--- src/rtl/shift_add_mul_seq.sv ---
// ---------------------------------------------------------------------------
// shift_add_mul_seq
//   Multi-cycle unsigned multiplier for the execute-stage MUL path. One
//   WIDTH-bit ripple-carry adder is reused over WIDTH shift-add steps, one
//   multiplier bit per clock. The pipeline stalls while busy is high.
//
//   Optional feature macro: MUL_EARLY_TERM_EN
//     When defined, an operation finishes as soon as all remaining multiplier
//     bits are zero (latency 1..WIDTH, bit-identical result). When undefined,
//     every operation takes exactly WIDTH RUN cycles.
//
// Parameters
//   WIDTH    operand width (2..64); product is 2*WIDTH bits
//
// Ports
//   clk      clock, all state updates on the rising edge
//   rst      asynchronous, active-high reset
//   start    request; only looked at in IDLE or DONE
//   flush    synchronous cancel; beats start and completion
//   a        multiplicand, captured when start is accepted
//   b        multiplier, captured when start is accepted
//   busy     high while an operation is running
//   done     one-cycle completion pulse
//   product  registered result, held until the next completion
// ---------------------------------------------------------------------------
module shift_add_mul_seq #(
    parameter int WIDTH = 32
) (
    input  logic                 clk,
    input  logic                 rst,
    input  logic                 start,
    input  logic                 flush,
    input  logic [WIDTH-1:0]     a,
    input  logic [WIDTH-1:0]     b,
    output logic                 busy,
    output logic                 done,
    output logic [2*WIDTH-1:0]   product
);

    localparam int CNT_W = $clog2(WIDTH + 1);

    typedef enum logic [1:0] {
        ST_IDLE = 2'd0,
        ST_RUN  = 2'd1,
        ST_DONE = 2'd2
    } state_t;

    state_t               state_q, state_d;
    logic [2*WIDTH-1:0]   acc_q, acc_d;
    logic [WIDTH-1:0]     mcand_q, mcand_d;
    logic [CNT_W-1:0]     cnt_q, cnt_d;
    logic [2*WIDTH-1:0]   product_q, product_d;

    logic [WIDTH-1:0]     add_sum;
    logic                 add_carry;
    logic                 accept;
    logic                 rem_zero;
    logic [2*WIDTH-1:0]   acc_step;

    // A new operation is taken only from IDLE or DONE, and never when flushed.
    assign accept = start & ~flush & ((state_q == ST_IDLE) | (state_q == ST_DONE));

    // Ripple-carry adder built from WIDTH full-adder cells:
    // {add_carry, add_sum} = acc_hi + (acc_q[0] ? mcand : 0), carry-in 0.
    always_comb begin : ripple_adder
        logic c;
        logic x;
        logic y;
        c       = 1'b0;
        x       = 1'b0;
        y       = 1'b0;
        add_sum = '0;
        for (int i = 0; i < WIDTH; i++) begin
            x          = acc_q[WIDTH + i];
            y          = mcand_q[i] & acc_q[0];
            add_sum[i] = x ^ y ^ c;
            c          = (x & y) | (c & (x ^ y));
        end
        add_carry = c;
    end

    // Shift the sum in from the top; the consumed multiplier bit falls off
    // the bottom. The adder carry becomes the new MSB.
    assign acc_step = {add_carry, add_sum, acc_q[WIDTH-1:1]};

    // Early termination: the unprocessed multiplier bits are acc_q[cnt_q-1:0].
    always_comb begin
        rem_zero = 1'b0;
`ifdef MUL_EARLY_TERM_EN
        rem_zero = 1'b1;
        for (int i = 0; i < WIDTH; i++) begin
            if ((i < int'(cnt_q)) && acc_q[i]) begin
                rem_zero = 1'b0;
            end
        end
`endif
    end

    // Next-state logic
    always_comb begin
        state_d = state_q;
        unique case (state_q)
            ST_IDLE: begin
                if (accept) state_d = ST_RUN;
            end
            ST_RUN: begin
                if (flush)                              state_d = ST_IDLE;
                else if (rem_zero || (cnt_q == CNT_W'(1))) state_d = ST_DONE;
            end
            ST_DONE: begin
                state_d = accept ? ST_RUN : ST_IDLE;
            end
            default: state_d = ST_IDLE;
        endcase
    end

    // Datapath next values
    always_comb begin
        acc_d     = acc_q;
        mcand_d   = mcand_q;
        cnt_d     = cnt_q;
        product_d = product_q;
        if (accept) begin
            acc_d   = {{WIDTH{1'b0}}, b};
            mcand_d = a;
            cnt_d   = CNT_W'(WIDTH);
        end else if ((state_q == ST_RUN) && !flush) begin
            if (rem_zero) begin
                // Remaining multiplier bits are zero: the partial product
                // already sits in the upper bits, just align it.
                product_d = acc_q >> cnt_q;
            end else begin
                acc_d = acc_step;
                cnt_d = cnt_q - CNT_W'(1);
                if (cnt_q == CNT_W'(1)) begin
                    product_d = acc_step;
                end
            end
        end
    end

    // State register
    always_ff @(posedge clk or posedge rst) begin
        if (rst) begin
            state_q   <= ST_IDLE;
            acc_q     <= '0;
            mcand_q   <= '0;
            cnt_q     <= '0;
            product_q <= '0;
        end else begin
            state_q   <= state_d;
            acc_q     <= acc_d;
            mcand_q   <= mcand_d;
            cnt_q     <= cnt_d;
            product_q <= product_d;
        end
    end

    // Outputs
    always_comb begin
        busy    = (state_q == ST_RUN);
        done    = (state_q == ST_DONE);
        product = product_q;
    end

endmodule

--- config.mk ---
export PLATFORM = sky130hd
export DESIGN_NAME = shift_add_mul_seq
export DESIGN_NICKNAME = d
export VERILOG_FILES = /design/src/rtl/shift_add_mul_seq.sv
export SDC_FILE = /design/constraint.sdc
export NUM_CORES = 1
export LEC_CHECK = 0
export CORE_ASPECT_RATIO = 1.5
export CORE_MARGIN = 3
export CORE_UTILIZATION = 53
export CTS_BUF_LIST = sky130_fd_sc_hd__clkbuf_16
export CTS_CLUSTER_DIAMETER = 200
export DETAILED_ROUTE_END_ITERATION = 10
export PLACE_DENSITY_LB_ADDON = 0.12
export SLEW_MARGIN = 20
export SYNTH_ARGS = -nofsm -noshare
export SYNTH_HDL_FRONTEND = slang
export SYNTH_SLANG_ARGS = --single-unit
--- constraint.sdc ---
create_clock -name clk -period 18.52 [get_ports clk]
set_clock_uncertainty 0.2 [all_clocks]
set_input_delay 1.852 -clock clk [delete_from_list [all_inputs] [get_ports clk]]
set_output_delay 1.852 -clock clk [all_outputs]
set_load 0.03 [all_outputs]
==> flow_summary_export.csv, run 1 <==
group,metric,value,unit
timing,max_freq,0.0700,GHz
logic_synthesis,post_synth_inst_count,692,
logic_synthesis,yosys_warnings,0,
power_and_ir_drop,power_per_cell_area,139,nW/um^2
logic_synthesis,asyncSetResetFlopFracSynth,1.00,
logic_synthesis,synth.lib_cells_used.distinct,29,
route,detail_route.iter0.violations,200,
grt,grt_remaining_overflow,0,
worst_setup_path,critPathLaunchType,"register",
logic_synthesis,synth_enable_flop_cells,0,
cts,postCtsHoldBufs,0,
logic_synthesis,part_of_the_yosys_area_used_for_sequential_elements,0.560,
grt,grt_max_degree,94,
place,port_buffers,133,
layout,fraction_of_final_layout_cells_with_drive_strength_greater_than_1,0.0535,
worst_setup_path,timing.setup.critical_path_class,"reg -> reg",
logic_synthesis,synth.cell_area,7510,um^2
cts,clockBufferDepth,2,
place,numPlacedInstances,954,
cts,post_cts.repair.setup_buffers,0,
logic_synthesis,netlist_top_cells_area,"sky130_fd_sc_hd__dfrtp_1 (56%), sky130_fd_sc_hd__fa_1 (8.3%), sky130_fd_sc_hd__nand2_1 (8.2%)",
layout,synthToLayoutAreaGrowth,26.2,%
logic_synthesis,synth_common_cells,"sky130_fd_sc_hd__dfrtp_1 (168), sky130_fd_sc_hd__nand2_1 (163), sky130_fd_sc_hd__inv_1 (68)",
worst_setup_path,critical-path-top-cell-by-count,"sky130_fd_sc_hd__fa_1",
cts,tritoncts_clock_tree,"yes",
worst_setup_path,critical-path-slowest-cell,"sky130_fd_sc_hd__fa_1",
die,fp.coreArea,13700,um^2
worst_setup_path,slowest_delay,540,ps
die,floorplan.rows,52,
logic_synthesis,netlist.top_cell.by_area,"sky130_fd_sc_hd__dfrtp_1",
timing,final-setup-viol-count,0,
place,placedInstanceArea,8930,um^2
timing,timing.hold.ws,275,ps
cts,clkSinkCount,168,
place,detailed_placement_hpwl,10.8,mm
timing,worst-slew-pin-transition,945,ps
route,remaining_drc_errors,0,
die,start_util,0.549,
cts,cts_repair_resize_count,0,
die,die_height,152,um
layout,postLayoutCellArea,9480,um^2
timing,post_route_fraction_of_the_period_consumed_by_the_critical_path,0.771,
route,routed_wire_length_per_instance,16.5,um
worst_setup_path,critPathArrivalTime,14360,ps
die,die_area,15700,um^2
cts,clk_pin_slew,60,ps
route,vias_per_cell,5.27,
timing,hold_violations,0,
layout,post_layout_nonfiller_instances,985,
route,detailedRoute.firstPassIterationCount,4,
timing,finalSetupTns,0,ps
cts,clock_tree.root_cell,"sky130_fd_sc_hd__clkbuf_16",
grt,grt_pass1_vias,5733,
power_and_ir_drop,post-layout-total-power,1.32,mW
timing,rsz0062_at_grt,"false",
status,status,"complete, no violations",
timing,finalWorstPathRequiredPeriod,14280,ps
route,detailroute.via_count,5195,
worst_setup_path,critical_path_end_type,"register",
logic_synthesis,syn-mean-instance-area,10.8,um^2
flow_run,max_cap_viol_count,0,
worst_setup_path,worst-endpoint-required,18600,ps
route,drt_antenna_net_count,0,
place,finalWeightedCongestion,0.772,
power_and_ir_drop,max-vdd-ir-drop,78.7,uV
cts,tritoncts.num_buffers,17,
route,detail_route.wirelength,16.2,mm
layout,fin_nets,913,
power_and_ir_drop,leakage,4.30,nW
place,preCtsSetupSlack,4290,ps
worst_setup_path,critPathMaxFanout,3,
logic_synthesis,primary_flip_flop_cell_chosen_by_synthesis_mapping,"sky130_fd_sc_hd__dfrtp_1",
logic_synthesis,synth_most_common_cell,"sky130_fd_sc_hd__dfrtp_1",
timing,drv_slew,0,
timing,relSlewSlack,0.370,
grt,grt.total_usage,0.224,
die,die-width,103,um
cts,htree_num_levels,4,
logic_synthesis,synth_top_cell_area_share,0.560,
grt,first_pass_grt_wire_length,27.2,mm
logic_synthesis,synth.net_count,794,
die,io_pins,134,
layout,antenna_diodes,0,
cts,clock_insertion_delay_worst_skew,420,ps
timing,finalWorstSetupSlack,4240,ps
logic_synthesis,ys_ff_latch,168,
worst_hold_path,min_path_type,"reg -> reg",
grt,initial_antenna_violation_count,0,
layout,final_util,0.693,
==> layout by cell type (no fill, tap or decap), types with 3 or more instances in the layout <==
master                            count
sky130_fd_sc_hd__dfrtp_1            168
sky130_fd_sc_hd__nand2_1            163
sky130_fd_sc_hd__clkdlybuf4s50_1    133
sky130_fd_sc_hd__inv_1               70
sky130_fd_sc_hd__a21oi_1             66
sky130_fd_sc_hd__nor2_1              34
sky130_fd_sc_hd__mux2i_1             34
sky130_fd_sc_hd__o2bb2ai_1           33
sky130_fd_sc_hd__fa_1                31
sky130_fd_sc_hd__mux2_1              28
sky130_fd_sc_hd__clkbuf_16           17
sky130_fd_sc_hd__buf_4                7
sky130_fd_sc_hd__clkinv_2             5
sky130_fd_sc_hd__mux2_2               4
sky130_fd_sc_hd__nor4_1               3
sky130_fd_sc_hd__ha_1                 3
==> final cells by class <==
type	instances	area [um^2]
well taps	162	203
flip-flops and latches	168	4200
clock inverters	14	119
inverters	68	260
repair buffers	140	1380
clock buffers	17	425
fillers	1050	4190
multi-input cells	416	2880
==> routing by layer <==
metal | share of wire | GRT usage | routed length, um
met2 | 0.53 | 0.393 | 8670
met4 | 0.015 | 0.0687 | 243
met3 | 0.043 | 0.0541 | 694
met1 | 0.41 | 0.270 | 6620
met5 | 0 | 0 | 0
==> registers in the layout, indices dropped and copies added, names as in the netlist <==
signal / flops
acc_q: 64
state_q: 2
cnt_q: 6
product: 64
mcand_q: 32
==> critical path: cells and delay by family (launching register included) <==
kind,cells,cell delay [ps]
flip-flops,1,360
AND/OR/NAND/NOR,1,130
adder cells (fa/ha/maj),32,13320
multiplexers,1,80
buffers and inverters,1,50
==> power by group <==
group          switching (mW)  internal [mW]  total [mW]
logic                   0.251          0.192       0.443
registers              0.0696          0.477       0.546
clock network           0.135          0.194       0.329
total                   0.456          0.863        1.32
==> path summary, 6_finish.rpt <==
kind,startpoint,end,slack (ps),cells after the start
setup / recovery,acc_q[0],product[62],4240,35
hold / removal,mcand_q[30],mcand_q[30],280,2
setup reg to reg,acc_q[0],product[62],4240,35
hold reg to reg,mcand_q[30],mcand_q[30],280,2
max in group asynchronous,rst,acc_q[0],14820,3
min in group asynchronous,rst,product[27],1770,2
==> logic make-up after synthesis <==
family,synth area share
simple gates,0.115
flops,0.560
buf+inv,0.0585
compound gates,0.0858
mux,0.0933
fa+ha+maj,0.0877
(Power assumes the default switching activity.)
==> run 2: changes to the inputs <==
==> constraint.sdc (replaced) <==
create_clock -name clk -period 14.4 [get_ports clk]
set_clock_uncertainty 0.2 [all_clocks]
set_input_delay 1.44 -clock clk [delete_from_list [all_inputs] [get_ports clk]]
set_output_delay 1.44 -clock clk [all_outputs]
set_load 0.03 [all_outputs]
==> flow_summary_export.csv, run 2 (synthesized netlist as in run 1, its figures left out) <==
group,metric,value,unit
cts,postCtsHoldBufs,0,
cts,tritoncts.num_buffers,17,
cts,clock_tree.root_cell,"sky130_fd_sc_hd__clkbuf_16",
die,io_pins,134,
worst_setup_path,critical_path_end_type,"register",
worst_setup_path,ff2ff_setup_slack,450,ps
power_and_ir_drop,leakage,4.33,nW
grt,grt_pass1_vias,5630,
layout,fin_nets,915,
route,detailedRoute.firstPassIterationCount,6,
cts,clock_insertion_delay_worst_skew,430,ps
layout,nFillCells,1047,
die,die-width,103,um
grt,initial_antenna_violation_count,0,
cts,post_cts.repair.setup_buffers,0,
worst_setup_path,r2r_start,"acc_q[0]",
route,vias_per_cell,5.28,
cts,htree_num_levels,4,
worst_setup_path,critPathMaxFanout,4,
timing,worst-slew-pin-transition,816,ps
worst_setup_path,register_to_register_path_depth,35,
timing,max_freq,0.0717,GHz
power_and_ir_drop,post-layout-total-power,1.72,mW
grt,grt_max_degree,88,
route,routed_wire_length_per_instance,16.7,um
worst_hold_path,whs_endpoint,"mcand_q[0]",
cts,clkSinkCount,168,
die,die_area,15700,um^2
place,port_buffers,133,
place,numPlacedInstances,955,
route,remaining_drc_errors,0,
route,drt_antenna_net_count,0,
timing,hold_violations,0,
die,fp.coreArea,13700,um^2
worst_setup_path,worst-endpoint-required,14470,ps
worst_setup_path,timing.setup.critical_path_class,"reg -> reg",
place,finalWeightedCongestion,0.767,
route,detail_route.wirelength,16.5,mm
layout,fraction_of_final_layout_cells_with_drive_strength_greater_than_1,0.0642,
cts,tritoncts_clock_tree,"yes",
layout,antenna_diodes,0,
layout,post_layout_nonfiller_instances,987,
timing,finalWorstPathRequiredPeriod,13950,ps
worst_hold_path,min_path_type,"reg -> reg",
timing,post_route_fraction_of_the_period_consumed_by_the_critical_path,0.969,
worst_setup_path,critical-path-top-cell-by-count,"sky130_fd_sc_hd__fa_1",
layout,postLayoutCellArea,9550,um^2
worst_setup_path,slowest_delay,530,ps
die,start_util,0.549,
worst_hold_path,worst_hold_path.num_cells,2,
cts,clk_pin_slew,60,ps
worst_hold_path,timing.hold.worst.start,"mcand_q[0]",
timing,rsz0062_at_grt,"false",
worst_setup_path,critPathArrivalTime,14020,ps
grt,grt.total_usage,0.222,
layout,final_util,0.699,
place,placedInstanceArea,8940,um^2
timing,finalSetupTns,0,ps
worst_setup_path,critPathLaunchType,"register",
die,die_height,152,um
place,detailed_placement_hpwl,10.9,mm
flow_run,max_cap_viol_count,0,
timing,drv_slew,0,
timing,final-setup-viol-count,0,
route,detailroute.via_count,5212,
layout,synthToLayoutAreaGrowth,27.3,%
power_and_ir_drop,max-vdd-ir-drop,104,uV
die,floorplan.rows,52,
route,detail_route.iter0.violations,219,
worst_setup_path,critical-path-slowest-cell,"sky130_fd_sc_hd__fa_1",
layout,layout_common_cells,"sky130_fd_sc_hd__dfrtp_1 (168), sky130_fd_sc_hd__nand2_1 (163), sky130_fd_sc_hd__clkdlybuf4s50_1 (133)",
cts,clockBufferDepth,2,
grt,grt_remaining_overflow,0,
grt,first_pass_grt_wire_length,26.9,mm
power_and_ir_drop,power_per_cell_area,180,nW/um^2
layout,mostFrequentLayoutCell,"sky130_fd_sc_hd__dfrtp_1",
timing,relSlewSlack,0.455,
worst_setup_path,worstReg2RegEnd,"product[62]",
status,status,"complete, no violations",
[run 2: changes by cell type in the layout (fill, tap and decap cells not counted), sizes merged]
cell and delta:
clkinv -1, buf +2, bufinv +1
[run 2: metal layers]
| layer | global-route usage | vias up | share of wire |
|---|---|---|---|
| li1 | - | 2469 | - |
| met3 | 0.0536 | 10 | 0.044 |
| met2 | 0.384 | 113 | 0.54 |
| met5 | 0 | - | 0 |
| met4 | 0.0784 | 0 | 0.011 |
| met1 | 0.269 | 2620 | 0.41 |
[run 2: repair_timing]
action	4_1_cts	5_1_grt
hold endpoints to repair	0	0
setup endpoints to repair	1	4
gates resized for setup	1	7
[run 2: layout make-up]
type                    instances  area [um^2]  area share
multi-input cells             416         2900       0.304
clock inverters                14          143      0.0149
clock buffers                  17          425      0.0445
flip-flops and latches        168         4200       0.440
inverters                      68          260      0.0272
repair buffers                142         1420       0.149
well taps                     162          203      0.0212
[run 2: metrics by stage]
step / setup WS, ps / hold WS [ps]
after floorplan: 415 / 237
after detailed placement: 96.2 / 266
after CTS: 55.8 / 277
final: 453 / 275
after global placement: 231 / 255
after global routing: 11.5 / 299
[run 2: worst max-delay path by stage]
stage	start	endpoint	slack [ps]
after detailed placement	acc_q[0]	product[62]	100
after global routing	acc_q[0]	product[62]	10
after global placement	acc_q[0]	product[62]	230
final	acc_q[0]	product[62]	450
after CTS	acc_q[0]	product[62]	60
after floorplan	acc_q[0]	product[62]	420
[run 2: worst max-delay path: cells and delay by family, from the launching register on]
kind | cells | cell delay [ps]
mux | 1 | 70
fa+ha+maj | 32 | 12940
buf+inv | 1 | 50
flops | 1 | 380
simple gates | 1 | 140
[run 2: where the power goes]
part           switching (mW)  leakage (nW)  total (mW)  internal [mW]
clock                   0.176         0.285       0.442          0.267
sequential             0.0890          2.03       0.702          0.613
combinational           0.322          2.01       0.573          0.251
total                   0.587          4.33        1.72           1.13
==> run 3: changes to the inputs <==
--- a/config.mk
+++ b/config.mk
@@ -16,3 +16,4 @@
 export SYNTH_ARGS = -nofsm -noshare
 export SYNTH_HDL_FRONTEND = slang
 export SYNTH_SLANG_ARGS = --single-unit
+export TNS_END_PERCENT = 5
==> results of run 3 <==
No change in the layout: final DEF, timing and power equal those of run 2.
